<file path="config.mk">
export PLATFORM = sky130hd
export DESIGN_NAME = score_tracker
export DESIGN_NICKNAME = d
export VERILOG_FILES = /design/src/rtl/tow_pkg.sv /design/src/rtl/pb_edge.sv /design/src/rtl/score_tracker.sv
export SDC_FILE = /design/constraint.sdc
export NUM_CORES = 1
export LEC_CHECK = 0
export CAP_MARGIN = 20
export CORE_MARGIN = 3
export CORE_UTILIZATION = 30
export DETAILED_ROUTE_END_ITERATION = 8
export PLACE_DENSITY = 0.51
export SLEW_MARGIN = 20
export SYNTH_ARGS = -nofsm -noshare
export SYNTH_HDL_FRONTEND = slang
export SYNTH_HIERARCHICAL = 1
export SYNTH_SLANG_ARGS = --single-unit
</file>
<file path="constraint.sdc">
create_clock -name clk -period 1.7 [get_ports clk]
set_input_delay 0.17 -clock clk [delete_from_list [all_inputs] [get_ports clk]]
set_output_delay 0.17 -clock clk [all_outputs]
set_load 0.02 [all_outputs]
</file>
<file path="src/rtl/tow_pkg.sv">
// Shared codes for the tug-of-war score tracker and its match controller:
// display modes, FSM states, winner codes and rope limits.
package tow_pkg;

    localparam logic [1:0] LEDS_OFF   = 2'd0;
    localparam logic [1:0] LEDS_SN    = 2'd1;
    localparam logic [1:0] LEDS_SCORE = 2'd2;
    localparam logic [1:0] LEDS_ON    = 2'd3;

    typedef enum logic [1:0] {
        S_CLEAR = 2'd0,
        S_DARK  = 2'd1,
        S_PLAY  = 2'd2,
        S_WON   = 2'd3
    } state_t;

    localparam logic [1:0] WIN_NONE  = 2'd0;
    localparam logic [1:0] WIN_LEFT  = 2'd1;
    localparam logic [1:0] WIN_RIGHT = 2'd2;

    localparam logic [2:0] POS_CENTRE = 3'd3;
    localparam logic [2:0] POS_MAX    = 3'd6;

endpackage

</file>
<file path="src/rtl/pb_edge.sv">
// Rising-edge detector for a synchronous push-button level: one-cycle press
// per low-to-high transition.
module pb_edge (
    input  logic clk,
    input  logic rst,
    input  logic pb,
    output logic press
);

    logic pb_p0;

    always_ff @(posedge clk or negedge rst) begin
        if (!rst) pb_p0 <= 1'b0;
        else      pb_p0 <= pb;
    end

    assign press = pb & ~pb_p0;

endmodule

</file>
<file path="src/rtl/score_tracker.sv">
// Tug-of-war round tracker: rope position, foul detection, winner and LED bar.
// Define SCORE_TALLY_EN to add saturating per-player round tallies.
module score_tracker
    import tow_pkg::*;
(
    input  logic       clk,
    input  logic       rst,
    input  logic       pb_l,
    input  logic       pb_r,
    input  logic       leds_on,
    input  logic       clear,
    input  logic [1:0] leds_ctrl,
    output logic       winrnd,
    output logic [1:0] winner,
    output logic [6:0] leds,
    output logic [3:0] tally_l,
    output logic [3:0] tally_r
);

    function automatic logic [6:0] led_map(input logic en, input logic [1:0] mode,
                                           input logic [2:0] p);
        logic [6:0] v;
        v = '0;
        if (en) begin
            case (mode)
                LEDS_SN:    v = 7'b1010101;
                LEDS_ON:    v = 7'b1111111;
                LEDS_SCORE: v = 7'b0000001 << p;
                default:    v = '0;
            endcase
        end
        return v;
    endfunction

    logic       press_l, press_r, press_l_v, press_r_v;
    state_t     state_q, state_d;
    logic [2:0] pos_q, pos_d, pos_inc, pos_dec;
    logic [1:0] winner_q, winner_d;
    logic       winrnd_q, clear_p0;
    logic [6:0] leds_q;

    pb_edge u_edge_l (.clk(clk), .rst(rst), .pb(pb_l), .press(press_l));
    pb_edge u_edge_r (.clk(clk), .rst(rst), .pb(pb_r), .press(press_r));

    // Simultaneous presses cancel each other out.
    assign press_l_v = press_l & ~press_r;
    assign press_r_v = press_r & ~press_l;
    assign pos_inc   = pos_q + 3'd1;
    assign pos_dec   = pos_q - 3'd1;

    always_comb begin
        state_d  = state_q;
        pos_d    = pos_q;
        winner_d = WIN_NONE;
        case (state_q)
            S_CLEAR: begin
                if (!clear && !leds_on) state_d = S_DARK;
            end
            S_DARK: begin
                if (clear) begin
                    state_d = S_CLEAR;
                end else if (press_l_v) begin
                    state_d  = S_WON;
                    winner_d = WIN_RIGHT;
                end else if (press_r_v) begin
                    state_d  = S_WON;
                    winner_d = WIN_LEFT;
                end else if (leds_on && leds_ctrl == LEDS_SCORE) begin
                    state_d = S_PLAY;
                end
            end
            S_PLAY: begin
                if (clear) begin
                    state_d = S_CLEAR;
                end else if (press_l_v) begin
                    pos_d = pos_inc;
                    if (pos_inc == POS_MAX) begin
                        state_d  = S_WON;
                        winner_d = WIN_LEFT;
                    end
                end else if (press_r_v) begin
                    pos_d = pos_dec;
                    if (pos_dec == 3'd0) begin
                        state_d  = S_WON;
                        winner_d = WIN_RIGHT;
                    end
                end
            end
            S_WON: begin
                // Clear is held while gloating; the round ends on its release.
                winner_d = winner_q;
                if (clear_p0 && !clear) begin
                    state_d  = S_DARK;
                    winner_d = WIN_NONE;
                end
            end
            default: state_d = S_CLEAR;
        endcase
        if (state_d == S_CLEAR || state_d == S_DARK) pos_d = POS_CENTRE;
    end

    // Registered state, rope position, winner and display
    always_ff @(posedge clk or negedge rst) begin
        if (!rst) begin
            state_q  <= S_CLEAR;
            pos_q    <= POS_CENTRE;
            winner_q <= WIN_NONE;
            winrnd_q <= 1'b0;
            clear_p0 <= 1'b0;
            leds_q   <= '0;
        end else begin
            state_q  <= state_d;
            pos_q    <= pos_d;
            winner_q <= winner_d;
            winrnd_q <= (state_d == S_WON) && (state_q != S_WON);
            clear_p0 <= clear;
            leds_q   <= led_map(leds_on, leds_ctrl, pos_q);
        end
    end

    assign winrnd = winrnd_q;
    assign winner = winner_q;
    assign leds   = leds_q;

`ifdef SCORE_TALLY_EN
    logic [3:0] tally_l_q, tally_r_q;

    always_ff @(posedge clk or negedge rst) begin
        if (!rst) begin
            tally_l_q <= '0;
            tally_r_q <= '0;
        end else if (winrnd_q) begin
            if (winner_q == WIN_LEFT && tally_l_q != 4'hF)  tally_l_q <= tally_l_q + 4'd1;
            if (winner_q == WIN_RIGHT && tally_r_q != 4'hF) tally_r_q <= tally_r_q + 4'd1;
        end
    end

    assign tally_l = tally_l_q;
    assign tally_r = tally_r_q;
`else
    assign tally_l = '0;
    assign tally_r = '0;
`endif

endmodule

</file>
; ---- Word level (Yosys, flattened, before mapping)
; Index checks and enable logic that the tools add are counted.
[op_classes]
n_addsub = 2
mul = 0
div = 0
magnitude_cmp = 0
eq_ne = 12
shift = 1
mux = 29
bitwise = 8
reduce_logical = 13
[op_table]
columns = op, n
row1 = 2-bit two-way mux, 18
row2 = 7-bit one-hot mux with 3 select lines, 1
row3 = 3-bit two-way mux, 5
row4 = 2-bit equality test (second input constant), 5
row5 = 2-bit one-hot mux with 4 select lines, 1
row6 = 7-bit two-way mux, 1
row7 = 1-bit by 3-bit left shift with 7-bit output (first input constant), 1
row8 = 2-bit by 1-bit equality test with 1-bit output (second input constant), 3
row9 = 2-bit one-hot mux with 3 select lines, 1
row10 = 1-bit AND, 4
row11 = 1-bit logical AND, 4
row12 = 2-bit zero test, 2
row13 = 2-bit != test (second input constant), 2
row14 = 1-bit NOT, 4
row15 = 3-bit by 1-bit adder with 3-bit output (second input constant), 1
row16 = 3-bit equality test (second input constant), 1
row17 = 3-bit zero test, 1
row18 = 3-bit AND reduction, 1
row19 = 3-bit nonzero test, 1
row20 = 3-bit by 1-bit subtractor with 3-bit output (second input constant), 1
row21 = 1-bit zero test, 2
row22 = 1-bit two-way mux, 2
row23 = 2-bit by 1-bit != test with 1-bit output (second input constant), 1
row24 = 2-bit nonzero test, 1
row25 = 1-bit logical OR, 1
[totals]
ff_bits = 18
latchBits = 0
ram_bits = 0
mem_bits_ro = 0
inputBits = 8
out_inout_bits = 18
wordCells = 73
n_memories = 0

; ---- Depth between registers and ports, before layout
; Gate-level depths: netlist of run 1.
[depth]
word_depth = 12
ltp_mapped = 8
ltp_nobuf = 7

; ---- By module
; Netlist of run 1, hierarchy kept.
[modules_own_cells]
columns = module, n_inst, cells_each, area_each_um2
row1 = score_tracker, 1, 109, 1096.1
row2 = pb_edge, 2, 2, 38.8

; ---- Worst setup path after synthesis of run 1
; OpenSTA, ideal clock, no wires.
[synth_path]
path_kind = reg-to-reg
startpoint = register pos_q[0]
endpoint = register winrnd_q (netlist: winrnd)
setup_ns = 0.130
t_arrival_ns = 1.749
required_time_ns = 1.570
path_slack_ns = -0.179
stages_incl_launch_ff = 7
path_buffers = 0
path_cell_list = dfstp_2 inv_1 ha_1 xnor2_1 a311o_1 a32o_2 nor4b_4
[synth_between]
elab_chain_cells = 9
[synth_rtl]
columns = item, line
row1 = "start, declared", score_tracker.sv:37  ; logic [2:0] pos_q, pos_d, pos_inc, pos_dec;
row2 = "start signal, assigned", score_tracker.sv:113  ; pos_q <= pos_d;
row3 = 3-bit by 1-bit subtractor with 3-bit output, score_tracker.sv:49  ; assign pos_dec = pos_q - 3'd1;
row4 = 3-bit zero test, score_tracker.sv:83  ; if (pos_dec == 3'd0) begin
row5 = 2-bit two-way mux, score_tracker.sv:83
row6 = 2-bit two-way mux, score_tracker.sv:81  ; end else if (press_r_v) begin
row7 = 2-bit two-way mux *, score_tracker.sv:75  ; end else if (press_l_v) begin
row8 = 2-bit two-way mux *, score_tracker.sv:73  ; if (clear) begin
row9 = 2-bit one-hot mux with 4 select lines *, score_tracker.sv:55  ; case (state_q)
row10 = named net state_d[1], score_tracker.sv:36  ; state_t state_q, state_d;
row11 = 2-bit equality test *, score_tracker.sv:115  ; winrnd_q <= (state_d == S_WON) && (state_q != S_WON);
row12 = 1-bit logical AND *, score_tracker.sv:115
row13 = "end signal, assigned", score_tracker.sv:115
row14 = "end, declared", score_tracker.sv:39  ; logic winrnd_q, clear_p0;
; Mark *: on every way through the listed nets, which the timed path passes. The rest lies on a longest branch.
; A chain may end at the register's enable or synchronous reset.

; ---- Final worst setup path of run 1
[layout_path]
startpoint = register pos_q[0]
endpoint = register pos_q[2]
[layout_between]
elab_chain_cells = 11
[layout_rtl]
columns = item, line
row1 = 3-bit by 1-bit subtractor with 3-bit output, score_tracker.sv:49
row2 = 3-bit zero test, score_tracker.sv:83
row3 = 2-bit two-way mux, score_tracker.sv:83
row4 = 2-bit two-way mux, score_tracker.sv:81
row5 = 2-bit two-way mux *, score_tracker.sv:75
row6 = 2-bit two-way mux *, score_tracker.sv:73
row7 = 2-bit one-hot mux with 4 select lines *, score_tracker.sv:55
row8 = named net state_d[1], score_tracker.sv:36
row9 = 2-bit by 1-bit equality test with 1-bit output or 2-bit zero test (tied branches), score_tracker.sv:99  ; if (state_d == S_CLEAR || state_d == S_DARK) pos_d = POS_CENTRE;
row10 = 1-bit logical OR *, score_tracker.sv:99
row11 = 2-bit by 1-bit != test with 1-bit output (no source line) (tied with other cells), n/a
row12 = 3-bit AND reduction (no source line), n/a
; Mark *: on every way through the listed nets, which the timed path passes. The rest lies on a longest branch. The select of a mux whose other input is x is not followed.

==> impl_metrics.tcl, run 1 <==
set metrics [dict create \
    postRouteAntennaNets 0 \
    syn_area_um2 1170 \
    wl_mm 2.76 \
    p_leak_nw 0.835 \
    dieWidth_um 68.5 \
    antenna_found_initial 0 \
    r2r_slack_ns -0.10 \
    clockBufferDepth 2 \
    utilization_pct 47.1 \
    root_buffer "clkbuf_8" \
    portBuffers 17 \
    syn_to_final_growth_pct 49.1 \
    grt_pass1_wl_mm 4.71 \
    grt_pass1_vias 1019 \
    r2r-start "pos_q[0]$_DFFE_PN1P_" \
    cp.required_ns 1.84 \
    synth-seq-cells 18 \
    fmax_ghz 0.554 \
    seqPwrFrac_pct 30.8 \
    design_area_um2 1750 \
    wl_per_cell_um 13.1 \
    synth_cell_type_count 35 \
    dp_hpwl_mm 2.13 \
    status "complete, but fails checks" \
    arrival_ns 1.95 \
    clkSinkCount 18 \
    intPower_mw 1.08 \
    hold_path_depth 1 \
    hold_end "u_edge_r/pb_p0$_DFF_PN0_" \
    place_congestion 0.857 \
    drtIter0Drc 23 \
    hp-class "primary input to flip-flop" \
    swShare_pct 36.0 \
    seq_area_frac_synth_pct 38.6 \
    combPwrFrac_pct 47.8 \
    die_h_um 68.5 \
    vias 975 \
    drv_cap 0 \
    num_rows 22 \
    initial_core_util_pct 31.6 \
    drive_gt1_share_pct 33.7 \
    routed_via_density 4.62 \
    yosys_warnings 6 \
    ff2ff_path_depth 6 \
    nets 187 \
    clk_pin_slew_worst_paths_ns 0.07 \
    pre_cts_ws_ns -0.414 \
    drt_first_pass_iters 4 \
    fin_skew_ns 0.00252 \
    track_usage_pct 13.7 \
    powerDensity_nw_per_um2 963 \
    h-tree-depth 1 \
    syn_inst 113 \
    final-hold-violation-count 0 \
    placed_cells 201 \
    tns_ns -0.364 \
    insertion_delay_ns 0.26 \
    power_switching_mw 0.607 \
    start_kind "flip-flop" \
    clock_power_share_pct 21.5 \
    die_area_um2 4700 \
    setup_violations 4 \
    worstPathMaxFanout 5 \
    ios 26 \
    worstSetupPathType "flip-flop to flip-flop" \
    min_from "pb_r" \
    mostFrequentLayoutCells "buf_4, dfrtp_1, clkdlybuf4s50_1, nor2_1, ha_1" \
    slew_violations 0 \
    syn_area_per_cell_um2 10.4 \
    diodes 0 \
    power_mw 1.69 \
    postPlaceCellArea_um2 1590 \
    worst_hold_slack_ns 0.162 \
    final_common_cell "buf_4" \
    rsz0062_at_grt "true" \
    drc_errors 0 \
    fillers 361 \
    tritoncts "done" \
    cts_made_buffers 3 \
    grt_max_degree 19 \
    irDropWorstVdd_uv 358 \
    finalNonFillerCells 211 \
    endpoint_kind "flip-flop" \
    min_period_ns 1.80 \
    grt_overflow 0 \
    regToRegEndpoint "pos_q[2]$_DFFE_PN0P_" \
    period_share_pct 106 \
    failed_checks "negative setup slack" \
    core_area_um2 3720 \
    final.setup.worst_slack_ns -0.105 \
]
[kinds of logic after synthesis]
logic type	count (synthesis)	share of synthesized area [%]
simple gates	36	19.8
other cells	1	0.320
flops	18	38.6
fa+ha+maj	15	16.0
compound gates	23	14.9
buf+inv	17	8.10
xor+xnor	3	2.24
[layout make-up]
| type | instances | area, um2 | share of cell area, % |
|---|---|---|---|
| sequential | 18 | 453 | 25.9 |
| multi-input combinational | 85 | 748 | 42.7 |
| tap | 48 | 60.1 | 3.43 |
| timing repair buffer | 48 | 404 | 23.1 |
| inverter | 8 | 30.0 | 1.72 |
| clock buffer | 4 | 55.1 | 3.15 |
[worst max-delay path by stage]
stage,startpoint,endpoint,depth (start not counted),slack [ns]
floorplan,u_edge_r/pb_p0$_DFF_PN0_,winrnd$_DFF_PN0_,8,-0.09
global placement,pb_r,pos_q[2]$_DFFE_PN0P_,8,-0.38
detailed placement,pb_l,pos_q[2]$_DFFE_PN0P_,8,-0.41
CTS,pos_q[0]$_DFFE_PN1P_,state_q[0]$_DFF_PN0_,7,-0.11
global route,pos_q[0]$_DFFE_PN1P_,pos_q[2]$_DFFE_PN0P_,6,-0.17
finish,pos_q[0]$_DFFE_PN1P_,pos_q[2]$_DFFE_PN0P_,6,-0.10
[Yosys cell counts]
library cell / instances / share of area (%)
dfrtp_1: 16 / 34
ha_1: 15 / 16
nor2_1: 10 / 3.2
buf_4: 8 / 5.1
inv_1: 8 / 2.6
nor2b_1: 8 / 4.3
a21oi_1: 5 / 2.1
nand2_1: 4 / 1.3
a32o_1: 3 / 2.6
nand2b_1: 3 / 1.6
o21ai_0: 3 / 1.3
a311o_1: 2 / 1.7
a31oi_1: 2 / 1.1
and3b_1: 2 / 1.5
dfstp_2: 2 / 4.5
nor2b_4: 2 / 2.3
xnor2_1: 2 / 1.5
a21boi_0: 1 / 0.64
a221o_2: 1 / 0.96
a2bb2oi_1: 1 / 0.75
a32o_2: 1 / 0.96
and2b_2: 1 / 0.75
and3_1: 1 / 0.53
buf_2: 1 / 0.43
conb_1: 1 / 0.32
nand3b_1: 1 / 0.64
nand4_1: 1 / 0.53
nor3b_1: 1 / 0.64
nor4b_4: 1 / 2.0
o211a_1: 1 / 0.85
o211ai_1: 1 / 0.64
o21bai_1: 1 / 0.64
o221ai_1: 1 / 0.75
or3_1: 1 / 0.53
xor2_1: 1 / 0.75
[registers in the layout, indices dropped and copies added (netlist names)]
signal,flops
leds,7
pos_q,3
winner,2
state_q,2
u_edge_r/pb_p0,1
u_edge_l/pb_p0,1
winrnd,1
clear_p0,1
[worst max-delay path, cell delays in order, from the launching register on]
cell,delay [ns]
dfstp_2,0.59
ha_4,0.15
ha_4,0.13
nor2b_4,0.05
a311o_1,0.32
a32o_2,0.31
a21boi_1,0.14
[power by group through the flow]
stage          sequential [mW]  combinational [mW]  clock, mW
6_report                 0.519               0.805      0.362
3_3_place_gp             0.525               0.756          0
2_1_floorplan            0.560               0.449          0
5_1_grt                  0.526               0.885      0.388
3_5_place_dp             0.528               0.765          0
4_1_cts                  0.520               0.781      0.371
[metal layers]
layer  wire length [um]  track usage, %  vias to the layer above
met5                  0               0                        -
met4                 47            7.20                        0
met3                135            2.11                        6
met2               1340            21.7                       23
met1               1230            18.0                      475
li1                   -               -                      471
[timing repair]
item / 4_1_cts / 5_1_grt
buffers inserted: 5 / 1
endpoints found under the setup margin: 6 / 7
pin swaps: 3 / 6
hold buffers: 0 / 0
gates resized for setup: 10 / 3
Note: power is estimated with default switching activity, not from simulation.
==> run 2, diff against run 1 <==
CORE_MARGIN = unset   (was 3)
RECOVER_POWER = 50   (was unset)
TNS_END_PERCENT = 10   (was unset)
==> run 2 against run 1 <==
The flow still finishes with violations (negative setup slack). Clock skew hardly changed. Final cell count is 1.4% lower. First-iteration DRC count is 48% higher. Worst setup slack worse by 0.0023 ns. Worst hold slack better by 0.012 ns. Clock-buffer cell count stayed put. Total power is 4.9% lower. Combinational power is 5.3% lower. Clock power is 13% lower. Sequential share of layout area is 0.59 points higher. Critical path type unchanged. Largest cell class unchanged.
==> impl_metrics.tcl, run 2 (synthesis results as in run 1) <==
set metrics [dict create \
    initial_core_util_pct 31.6 \
    clockBufferDepth 2 \
    num_rows 22 \
    hold_path_depth 1 \
    cp_cell_sequence "inv_2, ha_4, xnor2_4, a311o_1, a32o_2, a21boi_1" \
    rsz0062_at_grt "true" \
    powerDensity_nw_per_um2 937 \
    drive_gt1_share_pct 31.9 \
    arrival_ns 1.94 \
    final-hold-violation-count 0 \
    wl_mm 2.61 \
    cp.buffers_inverters 1 \
    slew_headroom_pct 58.6 \
    start_kind "flip-flop" \
    largest_reg_flops 7 \
    irDropWorstVdd_uv 388 \
    ios 26 \
    failed_checks "negative setup slack" \
    slew_violations 0 \
    drt_first_pass_iters 4 \
    power_switching_mw 0.567 \
    setup_violations 4 \
    tritoncts "done" \
    ctsHoldBuffers 0 \
    cp.depth 6 \
    mostFrequentLayoutCells "buf_4, dfrtp_1, clkdlybuf4s50_1, nor2_1, ha_1" \
    drv_cap 0 \
    drtIter0Drc 34 \
    diodes 0 \
    dieWidth_um 64.5 \
    ff2ff_path_depth 6 \
    grt_max_degree 12 \
    period_share_pct 106 \
    worst_hold_slack_ns 0.174 \
    postRouteAntennaNets 0 \
    final.setup.worst_slack_ns -0.107 \
    status "complete, but fails checks" \
    clkSinkCount 18 \
    place_congestion 0.745 \
    vias 947 \
    power_mw 1.60 \
    drc_errors 0 \
    clock_power_share_pct 19.7 \
    clk_pin_slew_worst_paths_ns 0.07 \
    nets 184 \
    core_area_um2 3720 \
    fin_skew_ns 0.00234 \
    track_usage_pct 14.5 \
    wl_per_cell_um 12.5 \
    die_h_um 64.5 \
    worstPathMaxFanout 5 \
    grt_pass1_wl_mm 4.68 \
    hp-class "primary input to flip-flop" \
    die_area_um2 4170 \
    utilization_pct 46.1 \
    endpoint_kind "flip-flop" \
    grt_pass1_vias 1056 \
    cts_made_buffers 3 \
    p_leak_nw 0.807 \
    seqPwrFrac_pct 32.8 \
    intPower_mw 1.04 \
    antenna_found_initial 0 \
    path_delay_family "compound AO/OA/AOI/OAI gates" \
    final_common_cell "buf_4" \
    min_period_ns 1.81 \
    root_buffer "clkbuf_8" \
    slowest_delay_ns 0.58 \
    crit_slowest_cell "dfstp_2" \
    worstSetupPathType "flip-flop to flip-flop" \
    dp_hpwl_mm 1.98 \
    insertion_delay_ns 0.25 \
    swShare_pct 35.3 \
    grt_overflow 0 \
    syn_to_final_growth_pct 45.8 \
    cp.required_ns 1.83 \
    combPwrFrac_pct 47.5 \
    portBuffers 17 \
    worst_pin_slew_ns 0.621 \
    fmax_ghz 0.553 \
    routed_via_density 4.55 \
    h-tree-depth 1 \
]
-- run 2: path summary, 6_finish.rpt --
kind / startpoint / end / slack [ns]
min: pb_r / u_edge_r/pb_p0$_DFF_PN0_ / 0.17
max in group asynchronous: rst / u_edge_l/pb_p0$_DFF_PN0_ / 0.59
min in group asynchronous: rst / leds[2]$_DFF_PN0_ / 0.25
max: pos_q[1]$_DFFE_PN1P_ / pos_q[2]$_DFFE_PN0P_ / -0.11
min reg2reg: winner[0]$_DFFE_PN0P_ / winner[0]$_DFFE_PN0P_ / 0.55
max reg2reg: pos_q[1]$_DFFE_PN1P_ / pos_q[2]$_DFFE_PN0P_ / -0.11
-- run 2: worst register-to-register path, delay by kind of cell, from the launching register on --
kind	cells	cell delay, ns
xor gates and xnor gates	1	0.14
adders and majority gates	1	0.18
AOI/OAI and AO/OA	3	0.73
buffers and inverters	1	0.07
DFF	1	0.58
-- run 2: area by class of cell --
class                           count  area, um2
Clock buffer                        4       45.0
Fill cell                         363       2000
Inverter                            8       30.0
Multi-Input combinational cell     85        749
Sequential cell                    18        453
Tap cell                           48       60.1
Timing Repair Buffer               45        374
-- run 2: timing repair --
action                                  4_1_cts  5_1_grt
endpoints found under the setup margin        6        6
buffers inserted                              4        0
hold endpoints to repair                      0        0
pin swaps                                     4        1
gates resized for setup                      13        1
-- run 2: stage by stage --
step	area [um2]	setup TNS [ns]	worst slack, ns	instances
4_1_cts	1710	-0.269	-0.0989	208
2_1_floorplan	1240	-0.231	-0.0902	120
3_3_place_gp	1580	-2.01	-0.387	200
6_report	1710	-0.286	-0.107	208
3_5_place_dp	1580	-2.23	-0.427	200
5_1_grt	1710	-0.640	-0.169	208
-- run 2: layer usage --
layer	global-route usage, %	part of all wire [%]	up-vias
li1	-	-	470
met1	17.3	43	456
met2	26.6	54	21
met3	2.29	3.5	0
met4	3.61	0	0
met5	0	0	-
-- run 2: power groups by stage --
stage	Clock [mW]	Combinational [mW]	Sequential [mW]
final	0.316	0.762	0.525
after global routing	0.352	0.844	0.533
after CTS	0.326	0.766	0.526
after detailed placement	0	0.734	0.530
after global placement	0	0.736	0.527
after floorplan	0	0.415	0.560
